### config.mk
export PLATFORM = sky130hd
export DESIGN_NAME = led_out
export DESIGN_NICKNAME = d
export VERILOG_FILES = /design/src/rtl/led_out_pkg.sv /design/src/rtl/led_out_ch.sv /design/src/rtl/led_out.sv
export SDC_FILE = /design/constraint.sdc
export NUM_CORES = 1
export LEC_CHECK = 0
export CAP_MARGIN = 10
export CELL_PAD_IN_SITES_DETAIL_PLACEMENT = 2
export CELL_PAD_IN_SITES_GLOBAL_PLACEMENT = 2
export CORE_MARGIN = 5
export CORE_UTILIZATION = 36
export CTS_BUF_LIST = sky130_fd_sc_hd__clkbuf_16
export CTS_CLUSTER_SIZE = 14
export DETAILED_ROUTE_END_ITERATION = 16
export GPL_ROUTABILITY_DRIVEN = 0
export PLACE_DENSITY = 0.86
export SETUP_SLACK_MARGIN = 0.3
export SYNTH_ARGS = -nofsm -noshare
export SYNTH_HDL_FRONTEND = slang
export SYNTH_HIERARCHICAL = 1
export SYNTH_SLANG_ARGS = --single-unit
### constraint.sdc
create_clock -name CLK -period 4.7 [get_ports CLK]
set_clock_uncertainty 0.15 [all_clocks]
set_input_delay 0.47 -clock CLK [delete_from_list [all_inputs] [get_ports CLK]]
set_output_delay 0.47 -clock CLK [all_outputs]
set_load 0.01 [all_outputs]
### src/rtl/led_out_pkg.sv
// Shared definitions for the LED hold/blink output block (optional blink: LED_OUT_BLINK_EN).
// Holds the per-channel state encoding and the channel count.
package led_out_pkg;

   localparam int NUM_CH = 4;

   typedef enum logic {
      IDLE = 1'b0,
      ON   = 1'b1
   } ch_state_t;

endpackage

### src/rtl/led_out_ch.sv
// One LED channel: IDLE/ON FSM with a tick-based hold counter (blink phase when LED_OUT_BLINK_EN).
// Handshake: i_pin is a level sampled every cycle; each high cycle is a (re)trigger, no ready.
module led_out_ch
   import led_out_pkg::*;
#(
   parameter int HOLD_TICKS = 8
) (
   input  logic      CLK,
   input  logic      RST,
   input  logic      i_pin,
   input  logic      i_tick,
   output logic      o_nlout,
   output logic      o_busy,
   output ch_state_t o_state
);

   localparam int              HW        = $clog2(HOLD_TICKS + 1);
   localparam logic [HW-1:0]   HOLD_LOAD = HW'(HOLD_TICKS);
   localparam logic [HW-1:0]   HOLD_LAST = HW'(1);

   ch_state_t       r_state;
   logic [HW-1:0]   r_hold;
   logic            r_busy;
   logic            r_nlout;
`ifdef LED_OUT_BLINK_EN
   logic            r_lit;
`endif

   always_ff @(posedge CLK) begin
      if (RST) begin
         r_state <= IDLE;
         r_hold  <= '0;
         r_busy  <= 1'b0;
         r_nlout <= 1'b1;
`ifdef LED_OUT_BLINK_EN
         r_lit   <= 1'b1;
`endif
      end else begin
         case (r_state)
            IDLE: begin
               if (i_pin) begin
                  r_state <= ON;
                  r_hold  <= HOLD_LOAD;
                  r_busy  <= 1'b1;
                  r_nlout <= 1'b0;
`ifdef LED_OUT_BLINK_EN
                  r_lit   <= 1'b1;
`endif
               end
            end
            ON: begin
               // A request in the same cycle as a tick reloads and suppresses the decrement.
               if (i_pin) begin
                  r_hold  <= HOLD_LOAD;
                  r_nlout <= 1'b0;
`ifdef LED_OUT_BLINK_EN
                  r_lit   <= 1'b1;
`endif
               end else if (i_tick) begin
                  if (r_hold == HOLD_LAST) begin
                     r_state <= IDLE;
                     r_hold  <= '0;
                     r_busy  <= 1'b0;
                     r_nlout <= 1'b1;
`ifdef LED_OUT_BLINK_EN
                     r_lit   <= 1'b1;
`endif
                  end else begin
                     r_hold  <= r_hold - HW'(1);
`ifdef LED_OUT_BLINK_EN
                     // New phase is ~r_lit, so the active-low drive equals the old phase.
                     r_lit   <= ~r_lit;
                     r_nlout <= r_lit;
`endif
                  end
               end
            end
         endcase
      end
   end

   assign o_nlout = r_nlout;
   assign o_busy  = r_busy;
   assign o_state = r_state;

endmodule

### src/rtl/led_out.sv
// Four-channel LED hold driver with a shared free-running tick divider (blink: LED_OUT_BLINK_EN).
// o_dbg_on mirrors each channel FSM (1 = ON) for observation.
module led_out
   import led_out_pkg::*;
#(
   parameter int TICK_DIV   = 1250000,
   parameter int HOLD_TICKS = 8
) (
   input  logic              CLK,
   input  logic              RST,
   input  logic [NUM_CH-1:0] PIN,
   output logic [NUM_CH-1:0] nLOUT,
   output logic [NUM_CH-1:0] BUSY,
   output logic [NUM_CH-1:0] o_dbg_on
);

   localparam int            CW        = $clog2(TICK_DIV);
   localparam logic [CW-1:0] TICK_LAST = CW'(TICK_DIV - 1);

   logic [CW-1:0] r_tick_cnt;
   logic          w_tick;
   ch_state_t     w_state [NUM_CH];

   assign w_tick = (r_tick_cnt == TICK_LAST);

   always_ff @(posedge CLK) begin
      if (RST) begin
         r_tick_cnt <= '0;
      end else if (w_tick) begin
         r_tick_cnt <= '0;
      end else begin
         r_tick_cnt <= r_tick_cnt + CW'(1);
      end
   end

   for (genvar g = 0; g < NUM_CH; g++) begin : g_ch
      led_out_ch #(
         .HOLD_TICKS (HOLD_TICKS)
      ) u_ch (
         .CLK     (CLK),
         .RST     (RST),
         .i_pin   (PIN[g]),
         .i_tick  (w_tick),
         .o_nlout (nLOUT[g]),
         .o_busy  (BUSY[g]),
         .o_state (w_state[g])
      );
      assign o_dbg_on[g] = (w_state[g] == ON);
   end

endmodule
== Word-level counts from Yosys, hierarchy flattened ==
Cells that the tools add are included.

* Add/sub/neg operators: 5
* Equality and inequality tests: 29
* Mux-type cells: 80
* Bitwise gates (word level): 4
* Reduce and logical (&&, ||, !) cells: 13

{| class="wikitable"
|+ Operator list
! cell !! number
|-
| $mux W4 || 16
|-
| $mux W1 || 48
|-
| $pmux W4 S2 || 4
|-
| $ne A2 B2 Y1 const B || 15
|-
| $pmux W1 S2 || 12
|-
| $add A21 B1 Y21 const B || 1
|-
| $eq A21 B21 Y1 const B || 1
|-
| $ne A3 B3 Y1 const B || 7
|-
| $eq A4 B1 Y1 const B || 4
|-
| $reduce_and A4 Y1 || 4
|-
| $sub A4 B1 Y4 const B || 4
|-
| $reduce_and A3 Y1 || 4
|-
| $reduce_and A2 Y1 || 4
|-
| $not A1 Y1 || 4
|-
| $ne A3 B2 Y1 const B || 1
|-
| $ne A2 B1 Y1 const B || 1
|-
| $reduce_or A2 Y1 || 1
|}

* Register bits after elaboration: 49
* Output and inout port bits: 12

== Depth between registers and ports, before layout ==
Gate-level depths: netlist (run 1).

* Depth after elaboration: 5
* Gate-level depth with buffers: 7

== Modules after synthesis ==
Netlist (run 1), hierarchy kept.

{| class="wikitable"
|+ Modules (own cells, without submodules)
! module !! times used !! cells each !! area each (um2) !! sequential area each (um2)
|-
| led_out_ch || 4 || 44 || 377.9 || 140.1
|-
| led_out || 1 || 111 || 1013.5 || 420.4
|}

== Least setup slack after synthesis (run 1) ==
Ideal clock, no wire load.

* Path kind: flip-flop to flip-flop
* Start point: register r_tick_cnt[0]
* End point: register g_ch[0].u_ch.r_hold[2]
* Library setup time: 0.086 ns
* Data arrival time: 3.084 ns
* Path slack: 1.380 ns
* Stages on the path, launching flop included: 8
* Path buffers: 0
* Path through: dfxtp_1 -> ha_1 -> and3_4 -> nand3_4 -> nor4_1 -> nand3_1 -> or3b_1 -> a211oi_1

* Longest elaborated chain between the ends: 3

{| class="wikitable"
|+ Ends and longest elaborated chain
! item !! line !! text
|-
| start, declared || led_out.sv:20 || <nowiki>logic [CW-1:0] r_tick_cnt;</nowiki>
|-
| start signal, assigned || led_out.sv:32 || <nowiki>r_tick_cnt <= r_tick_cnt + CW'(1);</nowiki>
|-
| $eq A21 B21 Y1 || led_out.sv:24 || <nowiki>assign w_tick = (r_tick_cnt == TICK_LAST);</nowiki>
|-
| via w_tick || led_out.sv:21 || <nowiki>logic w_tick;</nowiki>
|-
| $ne A3 B2 Y1 (no line) || -- ||
|-
| $reduce_and A2 Y1 (no line) || -- ||
|-
| end signal, assigned || led_out_ch.sv:69 || <nowiki>r_hold <= r_hold - HW'(1);</nowiki>
|-
| end, declared || led_out_ch.sv:22 || <nowiki>logic [HW-1:0] r_hold;</nowiki>
|}

The timed path passes the listed nets, and every way through them passes these cells.
A chain may end at the register's enable or synchronous reset.

== Worst setup path after layout (run 1) ==
* Start point: register r_tick_cnt[0]
* End point: register g_ch[0].u_ch.r_hold[1]

Same word-level chain as after synthesis.

==> out/results.txt, run 1 <==
max_slew headroom - 27.71%
crit path DAT - 2.52 ns
final cycle utilization of the critical path - 53.47%
EDFF count, synth - 0
# nets final - 330
Critical Path End Type - flop
largest net degree at the start of global routing - 21
required time worst endpoint - 4.70 ns
Core Rows - 30
crit path time final - 2.513 ns
Max stage delay on crit path - 0.40 ns
Worst-Skew Late Latency - 0.29 ns
Syn Nets - 310
cts hold-fix bufs - 0
Worst Tran Pin Value - 1.081 ns
placed cell area - 2806 sq um
final WL - 6741 microns
top cells by area, synth - dfxtp_1 39%, ha_1 8.4%, nor2_1 5.4%
Mapped Area - 2525 sq um
register share of total power - 51.2%
Pins Over Slew Limit - 0
largest delay contributor family on the critical path - simple AND/OR/NAND/NOR gates
Die Wd - 93.75 microns
Post-CTS Setup Bufs - 0
DRC viols - 0
setup TNS - 0 ns
top-count cell post-synth - dfxtp_1
count of final setup violators - 0
VDD IR max - 0.1532 mV
I/O pin count - 18
antenna violations before repair - 0
fin area - 2939 sq um
crit path buf inv count - 1
FMAX - 0.3980 GHz
Clk pwr share - 39.3%
CTS Buffer Depth - 2
CTS tree - done
antenna viol nets, final - 0
Top FF cell, synth - dfxtp_1
CTS Buf Count - 5
RSZ-0062 raised after global routing - no
worst min-delay path class - reg -> reg
register bit total from synthesis - 49
Internal - 662.1 uW
Pwr per Cell Area - 295.6 nW/um^2
Yosys Warn Count - 6
Root Driver - clkbuf_16
n_diodes - 0
crit path launch type - flop
Area Overhead vs Synth - 16.40%
Mapped Cells - 287
Post-synth top cells - 49 x dfxtp_1, 36 x nor2_1, 25 x inv_1
Die Area - 8788 sq um
Clock H-tree levels - 2
critical path type - reg -> reg
CP max FO - 20
layout cells sized above 1 - 6.515%
vias in the first global route - 2415
switching power - 206.6 uW
max cap viols - 0
Distinct cells, synth - 39
Initial Util - 37.16%
vias per inst - 5.432
CTS sink cnt - 49
cts repair resizes - 0
total grt overflow - 0
die height - 93.75 microns
Sw Share - 23.78%
initial DRC count - 63
Overall Global Routing Usage - 16.31%
Synth Area per Inst - 8.798 sq um
IO Port Bufs - 17
Critical-path top delay cell - dfxtp_1
first-pass GRT wire length - 11470 microns
crit path cell chain - ha_1 > and3_4 > nand3_4 > nor4_2 > buf_4 > and2_1 > nor2_1 > a2111oi_0
core area - 6794 sq um
post-synthesis async set-or-reset flop share - 0%
post-DP HPWL - 4912 microns
Leak - 0.001002 uW
Pre-antenna DRT Iters - 3
outcome - completed
Yosys top cell by area - dfxtp_1
DR WL/cell - 16.73 microns
sequential-to-total area share from yosys stat - 38.85%
Comb pwr share - 9.5%
Synth top area share - 38.85%
CTS clk-pin slew, worst paths - 0.06 ns
Fin. Hold Viols - 0
vias - 2189
==> cell type report <==
cell class | count | area, sq um
Clock buffer | 5 | 125.1
Clock inverter | 2 | 7.507
Fill cell | 764 | 3855
Inverter | 25 | 93.84
Multi-Input combinational cell | 207 | 1426
Sequential cell | 49 | 980.9
Tap cell | 96 | 120.1
Timing Repair Buffer | 19 | 185.2
==> routing by layer <==
| layer | part of all wire (%) | GRT usage [%] |
|---|---|---|
| met5 | 0 | 0 |
| met4 | 1.8 | 6.137 |
| met3 | 1.6 | 2.885 |
| met2 | 52 | 29.69 |
| met1 | 44 | 18.83 |
==> state kept, by name, summed over array words and instances (netlist names) <==
signal / flops
g_ch.u_ch/o_nlout: 4
g_ch.u_ch/o_state: 4
g_ch.u_ch/r_hold: 16
r_tick_cnt: 21
g_ch.u_ch/o_busy: 4
==> power by group through the flow <==
stage	Combinational, uW	Clock [uW]	Sequential, uW
finish	82.3	342	445
global route	91.5	365	447
CTS	84.3	352	445
detailed placement	82.8	0	454
global placement	78.8	0	453
floorplan	39.4	0	455
==> cell usage in the layout, fill, tap and decap left out, drive strengths merged, types with 4 or more instances in the layout <==
| cell | count |
|---|---|
| a21oi | 19 |
| a211oi | 4 |
| o41ai | 6 |
| dfxtp | 49 |
| nor3 | 13 |
| and2 | 5 |
| xor2 | 4 |
| xnor2 | 15 |
| nor4 | 9 |
| nand4bb | 4 |
| nor3b | 4 |
| nor2 | 36 |
| clkbuf | 5 |
| a31oi | 4 |
| or3 | 6 |
| nand4 | 5 |
| ha | 17 |
| a2111oi | 4 |
| clkdlybuf4s50 | 17 |
| nand3 | 11 |
| o21ai | 5 |
| inv | 26 |
| or3b | 8 |
| nand2 | 18 |
==> per-stage QoR <==
stage	util, %	power, uW	std cells	worst slack [ns]	hold slack (ns)
after floorplan	-	494.7	287	1.380	0.2876
after global placement	41.31	531.4	396	2.370	0.3028
after detailed placement	41.31	536.9	396	2.198	0.3277
after CTS	43.26	881.6	403	2.170	0.3425
after global routing	43.26	904.1	403	2.011	0.3624
final	43.26	868.6	403	2.187	0.3359
==> path summary, 6_finish.rpt <==
| kind | from | endpoint | slack (ns) | depth (start not counted) |
|---|---|---|---|---|
| max | r_tick_cnt[0] | g_ch[0].u_ch/r_hold[1] | 2.19 | 8 |
| min | g_ch[0].u_ch/o_busy | g_ch[0].u_ch/o_busy | 0.34 | 2 |
| max reg2reg | r_tick_cnt[0] | g_ch[0].u_ch/r_hold[1] | 2.19 | 8 |
| min reg2reg | g_ch[0].u_ch/o_busy | g_ch[0].u_ch/o_busy | 0.34 | 2 |
==> worst register-to-register path, cell delays in order, from the launching register on <==
cell and delay (ns):
dfxtp_1 0.40, ha_1 0.23, and3_4 0.24, nand3_4 0.09, nor4_2 0.28, buf_4 0.29
and2_1 0.25, nor2_1 0.06, a2111oi_0 0.40
==> cells by family after synthesis <==
group                    synth area share (%)
buffers and inverters                   4.905
AO/OA/AOI/OAI                           12.09
multiplexers                           0.3964
AND/OR/NAND/NOR                         28.74
XOR/XNOR                                6.591
flip-flops                              38.85
adder cells (fa/ha/maj)                 8.424
No activity file was read; power rests on OpenSTA's default activity.
==> run 2: changes to the inputs <==
- CORE_UTILIZATION: 36 -> 32
- PLACE_DENSITY: 0.86 -> 0.81
- clock period: 4.7 -> 2.05 ns (I/O delays scaled with it)
==> run 2 against run 1 <==
Compared with the run above: the run now ends with negative setup slack left; cell count increased by 15%; largest power group unchanged; highest routed layer unchanged; fmax rose by 3.4%; power grew to 2.5 times the previous value; global-route usage rose by 5.1 points; critical path depth increased by 2; first-iteration DRC count increased to 2.7 times the previous value; core utilization increased by 8.9 points; count of clock-buffer cells in the layout is the same; via count rose by 18%; register-to-register slack got worse by 2.6 ns; wire length rose by 82%; sequential share of layout area fell by 8.5 points.
==> out/results.txt, run 2 (synthesized netlist as in run 1, its figures left out) <==
Comb pwr share - 13.1%
Hold Path Origin - g_ch[1].u_ch/o_busy
Worst Tran Pin Value - 0.4148 ns
fin util - 52.13%
Overall Global Routing Usage - 21.43%
outcome - finished with violations
final cycle utilization of the critical path - 118.5%
Fin. Hold Viols - 0
fill count - 771
Clk pwr share - 40.2%
Die Wd - 98.83 microns
antenna violations before repair - 0
met1 WL - 4863 microns
register share of total power - 46.6%
post-DP HPWL - 5556 microns
die height - 98.83 microns
crit path time final - 2.430 ns
n_diodes - 0
most common cell after layout, fill and taps aside - buf_4
Critical Path End Type - flop
biggest regs - r_tick_cnt (21), g_ch.u_ch/r_hold (16)
uppermost layer routed - met4
RSZ-0062 raised after global routing - yes
Register-to-Register Setup Slack - -0.38 ns
I/O pin count - 18
r2r startpoint - r_tick_cnt[1]
CTS clk-pin slew, worst paths - 0.08 ns
Die Area - 9766 sq um
Sw Share - 28.71%
VDD IR max - 0.4617 mV
wire length on met2 - 6622 microns
most frequent cells in the layout - 38 x buf_4, 37 x dfxtp_1, 25 x inv_1
# nets final - 385
IO Port Bufs - 17
vias in the first global route - 2912
Worst-Skew Late Latency - 0.32 ns
Reg2Reg Depth - 10
Initial Util - 32.85%
critical path type - reg -> reg
non-filler cells in the finished layout - 465
final WL - 12260 microns
CTS Buffer Depth - 2
DR WL/cell - 26.36 microns
CTS tree - done
Hold Worst Slack - 0.3698 ns
vias - 2577
CTS Buf Count - 5
vias per inst - 5.542
cts hold-fix bufs - 0
core area - 7687 sq um
worst setup path end - g_ch[0].u_ch/o_state
crit path launch - r_tick_cnt[1]
met3 WL - 329 microns
Core Rows - 32
Clock H-tree levels - 2
count of final setup violators - 28
CP max FO - 4
first-pass GRT wire length - 16380 microns
worst min-delay path class - reg -> reg
Pins Over Slew Limit - 0
switching power - 634.4 uW
max_slew headroom - 71.99%
Pre-antenna DRT Iters - 4
Area Overhead vs Synth - 58.72%
Leak - 0.001449 uW
largest net degree at the start of global routing - 25
required time worst endpoint - 2.09 ns
Overall Power - 2210 uW
crit path launch type - flop
Internal - 1576 uW
total grt overflow - 0
antenna viol nets, final - 0
placed cell count - 439
layout cells sized above 1 - 43.25%
setup TNS - -5.838 ns
crit path DAT - 2.47 ns
Largest Register - r_tick_cnt
Pwr per Cell Area - 551.5 nW/um^2
PnR worst setup slack - -0.3801 ns
DRC viols - 0
max FFs per register - 21
CTS sink cnt - 49
FMAX - 0.4115 GHz
failing checks - negative setup slack
initial DRC count - 170
max cap viols - 0
Worst R2R End - g_ch[0].u_ch/o_state
Root Driver - clkbuf_16
-- run 2: power groups by stage --
stage               Sequential [uW]  Combinational, uW  Clock, uW
floorplan                      1050               92.9          0
CTS                            1020                240        861
finish                         1030                290        889
global placement               1040                204          0
detailed placement             1040                217          0
global route                   1040                308        955
-- run 2: critical path, cell delays in order (launching register included) --
cell	delay [ns]
dfxtp_2	0.38
ha_4	0.15
and3_4	0.20
nand3_4	0.10
nor4_4	0.34
buf_4	0.21
buf_6	0.12
buf_6	0.10
nand4bb_1	0.19
a21oi_1	0.25
nor2_1	0.10
-- run 2: timing repair --
| action | in CTS | in global routing |
|---|---|---|
| cloned | 1 | 0 |
| endpoints found under the hold margin | 0 | 0 |
| setup buffers | 9 | 8 |
| resized for setup | 76 | 58 |
| pin swaps | 23 | 26 |
| setup endpoints to repair | 47 | 50 |
-- run 2: worst min-delay path by stage --
stage                                        end  slack, ns  depth (start not counted)
after floorplan                    r_tick_cnt[2]       0.13                          1
after CTS                 g_ch[1].u_ch/r_hold[3]       0.34                          2
final                        g_ch[1].u_ch/o_busy       0.37                          2
after detailed placement     g_ch[0].u_ch/o_busy       0.33                          2
after global placement       g_ch[2].u_ch/o_busy       0.32                          2
after global routing         g_ch[1].u_ch/o_busy       0.39                          2
-- run 2: final cells by class --
class	instances	area, sq um	area share (%)
flip-flops and latches	49	998.5	24.91
clock buffers	5	125.1	3.122
inverters	25	93.84	2.342
clock inverters	3	17.52	0.4371
well taps	102	127.6	3.185
repair buffers	74	695.7	17.36
multi-input cells	207	1949	48.64
-- run 2: through the flow --
stage	setup WS, ns	cell area, sq um
finish	-0.3801	4008
global route	-0.4076	4008
CTS	-0.1500	3672
detailed placement	-0.4192	3126
global placement	-0.1866	3126
floorplan	-0.2663	2565
-- run 2: routing by layer --
metal / vias to the layer above / track usage, %
li1: 1166 / -
met1: 1320 / 24.04
met2: 62 / 40.55
met3: 29 / 3.892
met4: 0 / 6.618
met5: - / 0
